$ cat config.mk
export PLATFORM = sky130hd
export DESIGN_NAME = sap1_controller
export DESIGN_NICKNAME = d
export VERILOG_FILES = /design/src/rtl/sap1_controller.sv
export SDC_FILE = /design/constraint.sdc
export NUM_CORES = 1
export LEC_CHECK = 0
export BUFFER_PORTS_ARGS = -buffer_cell sky130_fd_sc_hd__buf_2
export CAP_MARGIN = 15
export CORE_AREA = 2 2 39 41
export CTS_BUF_LIST = sky130_fd_sc_hd__clkbuf_16
export DETAILED_ROUTE_END_ITERATION = 12
export DIE_AREA = 0 0 41 43
export PLACE_DENSITY = 0.72
export SYNTH_ARGS = -nofsm -noshare
export SYNTH_HDL_FRONTEND = slang
export SYNTH_SLANG_ARGS = --single-unit
$ cat constraint.sdc
create_clock -name clk -period 2.6 [get_ports clk]
set_input_delay 0.26 -clock clk [delete_from_list [all_inputs] [get_ports clk]]
set_output_delay 0.26 -clock clk [all_outputs]
set_load 0.03 [all_outputs]
$ cat src/rtl/sap1_controller.sv
// sap1_controller: SAP-1 one-hot T1..T6 ring counter with combinational control-word decode.
// Optional macro SAP1_CTRL_EARLY_END_EN returns to T1 after each instruction's last active state. Rev 1.0
`default_nettype none

module sap1_controller #(
  parameter logic [3:0] OPC_LDA = 4'h0,
  parameter logic [3:0] OPC_ADD = 4'h1,
  parameter logic [3:0] OPC_SUB = 4'h2,
  parameter logic [3:0] OPC_OUT = 4'hE,
  parameter logic [3:0] OPC_HLT = 4'hF
) (
  input  logic       clk,
  input  logic       clr_n,
  input  logic [3:0] opcode,
  output logic       Cp,
  output logic       Ep,
  output logic       Ea,
  output logic       Su,
  output logic       Eu,
  output logic       Lm_n,
  output logic       Ce_n,
  output logic       Li_n,
  output logic       Ei_n,
  output logic       La_n,
  output logic       Lb_n,
  output logic       Lo_n,
  output logic       hlt,
  output logic [5:0] tstate
);

  typedef enum logic [5:0] {
    T1 = 6'b000001,
    T2 = 6'b000010,
    T3 = 6'b000100,
    T4 = 6'b001000,
    T5 = 6'b010000,
    T6 = 6'b100000
  } tstate_t;

  tstate_t state;
  tstate_t state_next;

  logic is_lda;
  logic is_add;
  logic is_sub;
  logic is_out;
  logic is_hlt;

  assign is_lda = (opcode == OPC_LDA);
  assign is_add = (opcode == OPC_ADD);
  assign is_sub = (opcode == OPC_SUB);
  assign is_out = (opcode == OPC_OUT);
  assign is_hlt = (opcode == OPC_HLT);

`ifdef SAP1_CTRL_EARLY_END_EN
  logic is_nop;
  assign is_nop = !(is_lda || is_add || is_sub || is_out || is_hlt);
`endif

  assign tstate = state;

  always_comb begin
    state_next = T1;
    case (state)
      T1: state_next = T2;
      T2: state_next = T3;
`ifdef SAP1_CTRL_EARLY_END_EN
      T3: state_next = is_nop ? T1 : T4;
      T4: state_next = is_out ? T1 : T5;
      T5: state_next = is_lda ? T1 : T6;
`else
      T3: state_next = T4;
      T4: state_next = T5;
      T5: state_next = T6;
`endif
      T6: state_next = T1;
      default: state_next = T1;
    endcase
  end

  // Halt latches on the edge leaving T4 and freezes the ring at T5 until clear.
  always_ff @(posedge clk or negedge clr_n) begin
    if (!clr_n) begin
      state <= T1;
      hlt   <= 1'b0;
    end else if (!hlt) begin
      if (state == T4 && is_hlt) begin
        hlt   <= 1'b1;
        state <= T5;
      end else begin
        state <= state_next;
      end
    end
  end

  always_comb begin
    Cp   = 1'b0;
    Ep   = 1'b0;
    Ea   = 1'b0;
    Su   = 1'b0;
    Eu   = 1'b0;
    Lm_n = 1'b1;
    Ce_n = 1'b1;
    Li_n = 1'b1;
    Ei_n = 1'b1;
    La_n = 1'b1;
    Lb_n = 1'b1;
    Lo_n = 1'b1;
    if (!hlt) begin
      case (state)
        T1: begin
          Ep   = 1'b1;
          Lm_n = 1'b0;
        end
        T2: Cp = 1'b1;
        T3: begin
          Ce_n = 1'b0;
          Li_n = 1'b0;
        end
        T4: begin
          if (is_lda || is_add || is_sub) begin
            Ei_n = 1'b0;
            Lm_n = 1'b0;
          end else if (is_out) begin
            Ea   = 1'b1;
            Lo_n = 1'b0;
          end
        end
        T5: begin
          if (is_lda) begin
            Ce_n = 1'b0;
            La_n = 1'b0;
          end else if (is_add || is_sub) begin
            Ce_n = 1'b0;
            Lb_n = 1'b0;
          end
        end
        T6: begin
          if (!is_lda && (is_add || is_sub)) begin
            Eu   = 1'b1;
            La_n = 1'b0;
            Su   = is_sub && !is_add;
          end
        end
        default: ;
      endcase
    end
  end

endmodule

`default_nettype wire

==> results.sh, run 1 <==
export IMPL_rrSetupSlack_ps=790
export IMPL_power_density_nw_per_um2=501
export IMPL_r2r_end="hlt$_DFF_PN0_"
export IMPL_grt_usage_pct=16.4
export IMPL_dp_hpwl_um=1020
export IMPL_vias=531
export IMPL_start_util_pct=35.2
export IMPL_grt_ovfl_total=0
export IMPL_critPathBufInv=1
export IMPL_antenna_found_initial=0
export IMPL_ys_seq_elements=7
export IMPL_rows=14
export IMPL_ir_worst_vdd_mv=0.527
export IMPL_ant_nets=0
export IMPL_cts_root_buf="clkbuf_16"
export IMPL_synth_area_per_cell_um2=9.01
export IMPL_io_buffer_count=24
export IMPL_die_w_um=41
export IMPL_synth_area_um2=487
export IMPL_power_leakage_nw=0.377
export IMPL_slew_headroom_pct=68.5
export IMPL_path_cells="or4_4, or4b_4, or3_1, buf_2"
export IMPL_timing_hold_ws_ps=396
export IMPL_hold_viol=0
export IMPL_tns_ps=0
export IMPL_die_h_um=43
export IMPL_fin_nets=91
export IMPL_dpl_cell_area_um2=662
export IMPL_wirelength_um=1300
export IMPL_multiInputGateArea_um2=315
export IMPL_nFillCells=132
export IMPL_path_class="reg -> out"
export IMPL_synth_cell_types=30
export IMPL_critPathSlowestCell="or4b_4"
export IMPL_numClockSinks=7
export IMPL_critical_path_peak_fanout=8
export IMPL_drt_first_iter_violations=8
export IMPL_worstMarginPinSlew_ps=468
export IMPL_cp_start_kind="flip-flop"
export IMPL_syn_to_final_growth_pct=54.2
export IMPL_grt_pass1_vias=423
export IMPL_clock_tree_buffer_depth=2
export IMPL_fin_crit_ps=2500
export IMPL_layout_drive_gt1_share_pct=47.6
export IMPL_met3_length_um=52
export IMPL_grt_pass1_wl_um=1930
export IMPL_yosysWarnings=0
export IMPL_worst_ep_arrival_time_ps=2240
export IMPL_gp_congestion=0.749
export IMPL_synthCells=54
export IMPL_met1Wirelength_um=580
export IMPL_synth_nets=60
export IMPL_setup_viol=0
export IMPL_drv_cap=0
export IMPL_stdcell_area_um2=751
export IMPL_fmax_mhz=400
export IMPL_cts_tree="built"
export IMPL_avgRoutedWirePerCell_um=13.0
export IMPL_path_clk_slew_ps=40
export IMPL_final_cell_mix="buf_2, dfrtp_1, nand2_1"
export IMPL_die_area_um2=1760
export IMPL_core_um2=1380
export IMPL_finalPower_mw=0.376
export IMPL_final_common_cell="buf_2"
export IMPL_r2r_start="tstate[1]$_DFFE_PN0N_"
export IMPL_ff_latch_area_um2=176
export IMPL_vias_per_cell=5.31
export IMPL_slowest_delay_ps=540
export IMPL_diodes=0
export IMPL_grt_max_degree=13
export IMPL_ioPinCount=25
export IMPL_cp_required_ps=2340
export IMPL_finalMaxSlewViolations=0
export IMPL_firstDrtPassIters=4
export IMPL_h_tree_depth=1
export IMPL_rsz0062_at_grt="false"
export IMPL_skew_ps=3.34
export IMPL_cts_made_buffers=3
export IMPL_hold_class="in -> async"
export IMPL_post_route_period_util_pct=96.2
export IMPL_reg2regPathDepth=3
export IMPL_outcome="finished, final reports clean"
export IMPL_end_kind="output port"
export IMPL_worstSkewPairLatency_ps=230
export IMPL_highest_layer="met3"
export IMPL_synth_seq_area_share_pct=36.2
export IMPL_wl_met2_um=670
export IMPL_drc=0
export IMPL_cp_top_family="simple AND/OR/NAND/NOR gates"
-- where the power goes --
group / internal (mW) / total (mW) / leakage, nW / switching [mW]
Combinational: 0.00588 / 0.0132 / 0.245 / 0.00734
Sequential: 0.110 / 0.110 / 0.0889 / 0
Clock: 0.200 / 0.253 / 0.0423 / 0.0536
-- routing by layer --
metal  up-vias  global-route usage (%)
met5         -                       0
met4         0                    4.00
met3         0                    6.28
met2        12                    24.1
met1       255                    22.0
li1        264                       -
-- cell usage after synthesis --
cell type  n  area share [%]
dfrtp_1    6              31
mux2_2     2             4.6
a211o_1    1             1.8
nor2_1     3             2.3
inv_1      2             1.5
nand2_1    4             3.1
nand3b_1   1             1.5
a21o_1     2             3.1
nor4_1     1             1.3
nor3b_1    2             3.1
nor2b_1    1             1.3
a31oi_1    2             2.6
or4_2      1             1.8
and3b_2    1             2.1
nand2b_1   2             2.6
xnor2_1    2             3.6
clkbuf_1   2             1.5
or4b_2     1             2.1
a21oi_1    1             1.0
dfstp_2    1             5.4
nor3_1     3             3.1
or4_4      1             2.3
o22ai_1    1             1.3
nand3_1    2             2.1
nor4b_1    2             3.6
or4b_4     1             2.8
or3_1      1             1.3
o21ai_0    3             3.1
nand4b_1   1             1.8
or2b_1     1             1.5
-- logic make-up (layout without fill, tap and decap cells) --
| family | count (synthesis) | count (layout) | synth area share, % |
|---|---|---|---|
| multiplexers | 2 | 2 | 4.63 |
| AND/OR/NAND/NOR | 29 | 29 | 39.6 |
| flip-flops | 7 | 7 | 36.2 |
| XOR/XNOR | 2 | 2 | 3.60 |
| buffers and inverters | 4 | 34 | 3.09 |
| AO/OA/AOI/OAI | 10 | 10 | 12.9 |
-- cell type report --
cell class	instances	share of cell area, %
repair buffers	28	20.3
well taps	16	2.67
inverters	2	1.00
clock buffers	3	10.0
flip-flops and latches	7	23.5
multi-input cells	43	42.0
clock inverters	1	0.500
-- how the worst max path moves through the flow --
stage / start / to / depth (start not counted)
floorplan: tstate[2]$_DFFE_PN0N_ / Cp / 3
global placement: tstate[1]$_DFFE_PN0N_ / Lo_n / 4
detailed placement: tstate[1]$_DFFE_PN0N_ / Lo_n / 4
CTS: tstate[1]$_DFFE_PN0N_ / Lo_n / 4
global route: tstate[1]$_DFFE_PN0N_ / Lo_n / 4
finish: tstate[1]$_DFFE_PN0N_ / Lo_n / 4
-- what timing repair did --
item,CTS,global route
endpoints found under the hold margin,6,0
gates resized for setup,0,0
hold buffers,1,0
buffers inserted,0,0
-- metrics by stage --
step / utilization (%) / setup slack, ps / instances
after global placement: 47.8 / 372 / 95
after detailed placement: 47.8 / 346 / 95
after floorplan: - / 130 / 54
after CTS: 54.2 / 106 / 100
after global routing: 54.2 / 52.3 / 100
final: 54.2 / 100 / 100
-- worst register-to-register path, cell delays in order (launching register included) --
cell and delay (ps):
dfrtp_1 470, or4_4 470, or4b_4 550, o21ai_0 220
-- state kept, by name, summed over array words and instances (netlist names) --
signal	cells
tstate	6
hlt	1
No activity file was read; power rests on OpenSTA's default activity.
==> inputs of run 2 (changes only) <==
- BUFFER_PORTS_ARGS: -buffer_cell sky130_fd_sc_hd__buf_2 -> unset
- DONT_BUFFER_PORTS: unset -> 1
- PLACE_DENSITY: 0.72 -> 0.56
==> run 2 against run 1 <==
Cell area is 10% lower. Sequential share of layout area is 2.6 points higher. First-iteration DRC count is 13% lower. Cell count is 18% lower. Worst hold slack worse by 110 ps. Flip-flop and latch count stayed put. Clock power hardly changed. Utilization is 5.4 points lower. Clock skew is 3.0 ps lower. Critical endpoint unchanged. Largest power group unchanged.
==> results.sh, run 2 (synthesis results as in run 1) <==
export IMPL_grt_pass1_vias=430
export IMPL_gp_congestion=0.700
export IMPL_diodes=0
export IMPL_critical_path_peak_fanout=8
export IMPL_io_buffer_count=0
export IMPL_dpl_cell_area_um2=587
export IMPL_vias=461
export IMPL_crit_start="tstate[0]$_DFFE_PN1N_"
export IMPL_stdcell_area_um2=676
export IMPL_cts_root_buf="clkbuf_16"
export IMPL_path_cells="or4_4, or4b_4, or3_1"
export IMPL_vias_per_cell=5.62
export IMPL_drv_cap=0
export IMPL_outcome="finished, final reports clean"
export IMPL_post_cts_resized=0
export IMPL_dpl_worst_slack_ps=327
export IMPL_layout_drive_gt1_share_pct=33.3
export IMPL_wirelength_um=1230
export IMPL_worstMarginPinSlew_ps=725
export IMPL_syn_to_final_growth_pct=38.8
export IMPL_hold_depth=2
export IMPL_rsz0062_at_grt="false"
export IMPL_h_tree_depth=1
export IMPL_slew_headroom_pct=51.4
export IMPL_finalMaxSlewViolations=0
export IMPL_end_kind="output port"
export IMPL_path_clk_slew_ps=40
export IMPL_ioPinCount=25
export IMPL_skew_ps=0.317
export IMPL_r2r_end="tstate[1]$_DFFE_PN0N_"
export IMPL_die_area_um2=1760
export IMPL_r2r_start="tstate[5]$_DFFE_PN0N_"
export IMPL_hold_class="in -> reg"
export IMPL_cp_required_ps=2340
export IMPL_final_common_cell="buf_4"
export IMPL_ir_worst_vdd_mv=0.384
export IMPL_cts_setup_buffers=0
export IMPL_holdCritStartpoint="opcode[0]"
export IMPL_fin_ws_ps=87.9
export IMPL_clock_tree_buffer_depth=2
export IMPL_critPathSlowestCell="or4b_4"
export IMPL_die_w_um=41
export IMPL_largest_register_ffs=6
export IMPL_core_um2=1380
export IMPL_final_cell_mix="buf_4, dfrtp_1, nand2_1"
export IMPL_grt_pass1_wl_um=1940
export IMPL_fmax_mhz=398
export IMPL_worst_ep_arrival_time_ps=2250
export IMPL_hold_viol=0
export IMPL_drc=0
export IMPL_path_class="reg -> out"
export IMPL_reg2regPathDepth=5
export IMPL_cts_hold_buf=1
export IMPL_power_density_nw_per_um2=552
export IMPL_dp_hpwl_um=951
export IMPL_rrSetupSlack_ps=720
export IMPL_rows=14
export IMPL_hold_end="hlt$_DFF_PN0_"
export IMPL_cp_start_kind="flip-flop"
export IMPL_firstDrtPassIters=4
export IMPL_grt_usage_pct=16.3
export IMPL_cts_made_buffers=3
export IMPL_avgRoutedWirePerCell_um=15.0
export IMPL_ant_nets=0
export IMPL_grt_ovfl_total=0
export IMPL_ff_latch_area_um2=176
export IMPL_fin_nets=73
export IMPL_tns_ps=0
export IMPL_cts_tree="built"
export IMPL_drt_first_iter_violations=7
export IMPL_die_h_um=43
export IMPL_grt_max_degree=12
export IMPL_numClockSinks=7
export IMPL_worstSkewPairLatency_ps=230
export IMPL_antenna_found_initial=0
export IMPL_post_route_period_util_pct=96.6
export IMPL_slowest_delay_ps=540
export IMPL_fin_crit_ps=2510
export IMPL_nFillCells=125
export IMPL_power_leakage_nw=0.309
export IMPL_setup_viol=0
export IMPL_start_util_pct=35.2
export IMPL_multiInputGateArea_um2=315
-- run 2: power by group --
group	internal, mW	switching [mW]	total, mW	leakage, nW
combinational	0.00335	0.00509	0.00844	0.178
sequential	0.110	0	0.110	0.0889
clock	0.200	0.0553	0.255	0.0423
total	0.313	0.0604	0.373	0.309
-- run 2: area by class of cell --
class	count	area share, %
multi-input combinational	43	46.7
sequential	7	26.1
clock buffer	3	11.1
timing repair buffer	10	11.5
tap	16	2.96
inverter	2	1.11
clock inverter	1	0.556
-- run 2: worst max path at each step --
stage | to | slack, ps | cells after the start
3_5_place_dp | Lo_n | 330 | 3
3_3_place_gp | Lo_n | 350 | 3
4_1_cts | Lo_n | 80 | 3
2_1_floorplan | Cp | 130 | 3
5_1_grt | Lo_n | 40 | 3
6_report | Lo_n | 90 | 3
-- run 2: critical path: cells and delay by family, from the launching register on --
family / cells / cell delay, ps
flops: 1 / 440
simple gates: 3 / 1580
-- run 2: routing by layer --
metal  global-route usage [%]  wire length (um)  vias up
met5                        0                 0        -
met4                     10.0                 8        0
met3                     3.66                92        2
met2                     22.2               580       14
met1                     22.4               548      217
li1                         -                 -      228
-- run 2: stage by stage --
step | utilization, % | std cells | power (mW) | hold WS, ps
2_1_floorplan | - | 54 | 0.115 | -35.6
3_5_place_dp | 42.4 | 77 | 0.116 | -35.4
5_1_grt | 48.8 | 82 | 0.388 | 325
4_1_cts | 48.8 | 82 | 0.378 | 280
3_3_place_gp | 42.4 | 77 | 0.116 | -35.4
6_report | 48.8 | 82 | 0.373 | 284
==> inputs of run 3 (changes only) <==
- REMOVE_ABC_BUFFERS: unset -> 1
==> run 3 against run 2 <==
Sequential share of layout area increased by 0.24 points. Die area unchanged. Cell count increased by 1.2%. Wire length increased by 2.8%. Global-route usage increased by 2.1 points. Largest power group unchanged. Critical path depth unchanged. Clock power about the same. Clock-buffer cell count unchanged. Combinational power decreased by 4.3%. Non-clock buffer count increased by 1.
==> results.sh, run 3 (synthesis results as in run 1) <==
export IMPL_outcome="finished, final reports clean"
export IMPL_start_util_pct=35.2
export IMPL_cts_root_buf="clkbuf_16"
export IMPL_die_area_um2=1760
export IMPL_drv_cap=0
export IMPL_cp_top_family="simple AND/OR/NAND/NOR gates"
export IMPL_diodes=0
export IMPL_syn_to_final_growth_pct=37.5
export IMPL_cts_tree="built"
export IMPL_grt_usage_pct=18.4
export IMPL_numClockSinks=7
export IMPL_fin_crit_ps=2500
export IMPL_grt_pass1_wl_um=2040
export IMPL_intPower_mw=0.313
export IMPL_rrSetupSlack_ps=640
export IMPL_hold_end="hlt$_DFF_PN0_"
export IMPL_grt_pass1_vias=464
export IMPL_fin_nets=74
export IMPL_skew_ps=0.483
export IMPL_gp_congestion=0.727
export IMPL_ff_latch_area_um2=176
export IMPL_seqPwrFrac_pct=29.3
export IMPL_rows=14
export IMPL_slew_headroom_pct=50.9
export IMPL_drc=0
export IMPL_drt_first_iter_violations=6
export IMPL_clkPwrFrac_pct=68.5
export IMPL_stdcell_area_um2=669
export IMPL_reg2regPathDepth=5
export IMPL_die_h_um=43
export IMPL_cp_start_kind="flip-flop"
export IMPL_end_kind="output port"
export IMPL_rsz0062_at_grt="false"
export IMPL_worst_ep_arrival_time_ps=2240
export IMPL_grt_ovfl_total=0
export IMPL_path_clk_slew_ps=40
export IMPL_die_w_um=41
export IMPL_setup_viol=0
export IMPL_power_switching_mw=0.0609
export IMPL_ir_worst_vdd_mv=0.440
export IMPL_dpl_worst_slack_ps=335
export IMPL_cp_required_ps=2340
export IMPL_tns_ps=0
export IMPL_dp_hpwl_um=943
export IMPL_clock_tree_buffer_depth=2
export IMPL_final_common_cell="buf_4"
export IMPL_firstDrtPassIters=4
export IMPL_cts_made_buffers=3
export IMPL_io_buffer_count=0
export IMPL_p_comb_share_pct=2.2
export IMPL_slowest_delay_ps=540
export IMPL_timing_hold_ws_ps=280
export IMPL_h_tree_depth=1
export IMPL_wirelength_um=1270
export IMPL_vias=487
export IMPL_dpl_cell_area_um2=581
export IMPL_path_class="reg -> out"
export IMPL_worstSkewPairLatency_ps=230
export IMPL_vias_per_cell=5.87
export IMPL_power_density_nw_per_um2=558
export IMPL_cts_setup_buffers=0
export IMPL_r2r_start="tstate[5]$_DFFE_PN0N_"
export IMPL_critPathSlowestCell="or4b_4"
export IMPL_hold_depth=2
export IMPL_post_route_period_util_pct=96.3
export IMPL_ant_nets=0
export IMPL_hold_viol=0
export IMPL_critical_path_peak_fanout=8
export IMPL_power_leakage_nw=0.313
export IMPL_nFillCells=139
export IMPL_path_cells="or4_4, or4b_4, or3_1"
export IMPL_worstMarginPinSlew_ps=732
export IMPL_ioPinCount=25
export IMPL_grt_max_degree=12
export IMPL_holdCritStartpoint="opcode[0]"
export IMPL_avgRoutedWirePerCell_um=15.2
export IMPL_largest_register_ffs=6
export IMPL_fin_ws_ps=95.7
export IMPL_antenna_found_initial=0
export IMPL_multiInputGateArea_um2=302
export IMPL_r2r_end="tstate[1]$_DFFE_PN0N_"
export IMPL_switching_share_pct=16.3
export IMPL_finalMaxSlewViolations=0
export IMPL_hold_class="in -> reg"
export IMPL_layout_drive_gt1_share_pct=32.8
export IMPL_fmax_mhz=399
export IMPL_core_um2=1380
export IMPL_critPathBufInv=0
export IMPL_final_cell_mix="buf_4, dfrtp_1, nand2_1"
-- run 3: through the flow --
stage	cells	utilization, %	total power [mW]
2_1_floorplan	52	-	0.115
3_3_place_gp	78	42.0	0.116
3_5_place_dp	78	42.0	0.116
4_1_cts	83	48.4	0.380
5_1_grt	83	48.4	0.390
6_report	83	48.4	0.374
-- run 3: routing by layer --
layer	up-vias	GRT usage (%)	routed length [um]
met3	5	6.81	97
met2	23	24.1	612
met4	0	18.0	40
met1	228	21.3	514
met5	-	0	0
li1	231	-	-
-- run 3: repair_timing --
item | 4_1_cts | 5_1_grt
hold buffers | 1 | 0
resized for setup | 0 | 0
endpoints found under the hold margin | 7 | 0
-- run 3: how the worst max path moves through the flow --
stage	slack [ps]	endpoint	cells after the start	startpoint
floorplan	-540	Lm_n	3	tstate[3]$_DFFE_PN0N_
global placement	350	Lo_n	3	tstate[0]$_DFFE_PN1N_
detailed placement	340	Lo_n	3	tstate[0]$_DFFE_PN1N_
CTS	90	Lo_n	3	tstate[0]$_DFFE_PN1N_
global route	30	Lo_n	3	tstate[0]$_DFFE_PN1N_
finish	100	Lo_n	3	tstate[0]$_DFFE_PN1N_
-- run 3: final cells by class --
cell class,count,share of cell area [%]
well taps,16,2.99
inverters,2,1.12
multi-input cells,43,45.0
repair buffers,11,12.7
clock buffers,3,11.2
clock inverters,1,0.561
flip-flops and latches,7,26.4
-- run 3: power by group through the flow --
stage               Sequential, mW  Combinational [mW]  Clock (mW)
floorplan                    0.111             0.00416           0
global placement             0.111             0.00508           0
detailed placement           0.111             0.00498           0
CTS                          0.110             0.00831       0.262
global route                 0.110             0.00930       0.271
finish                       0.110             0.00808       0.256
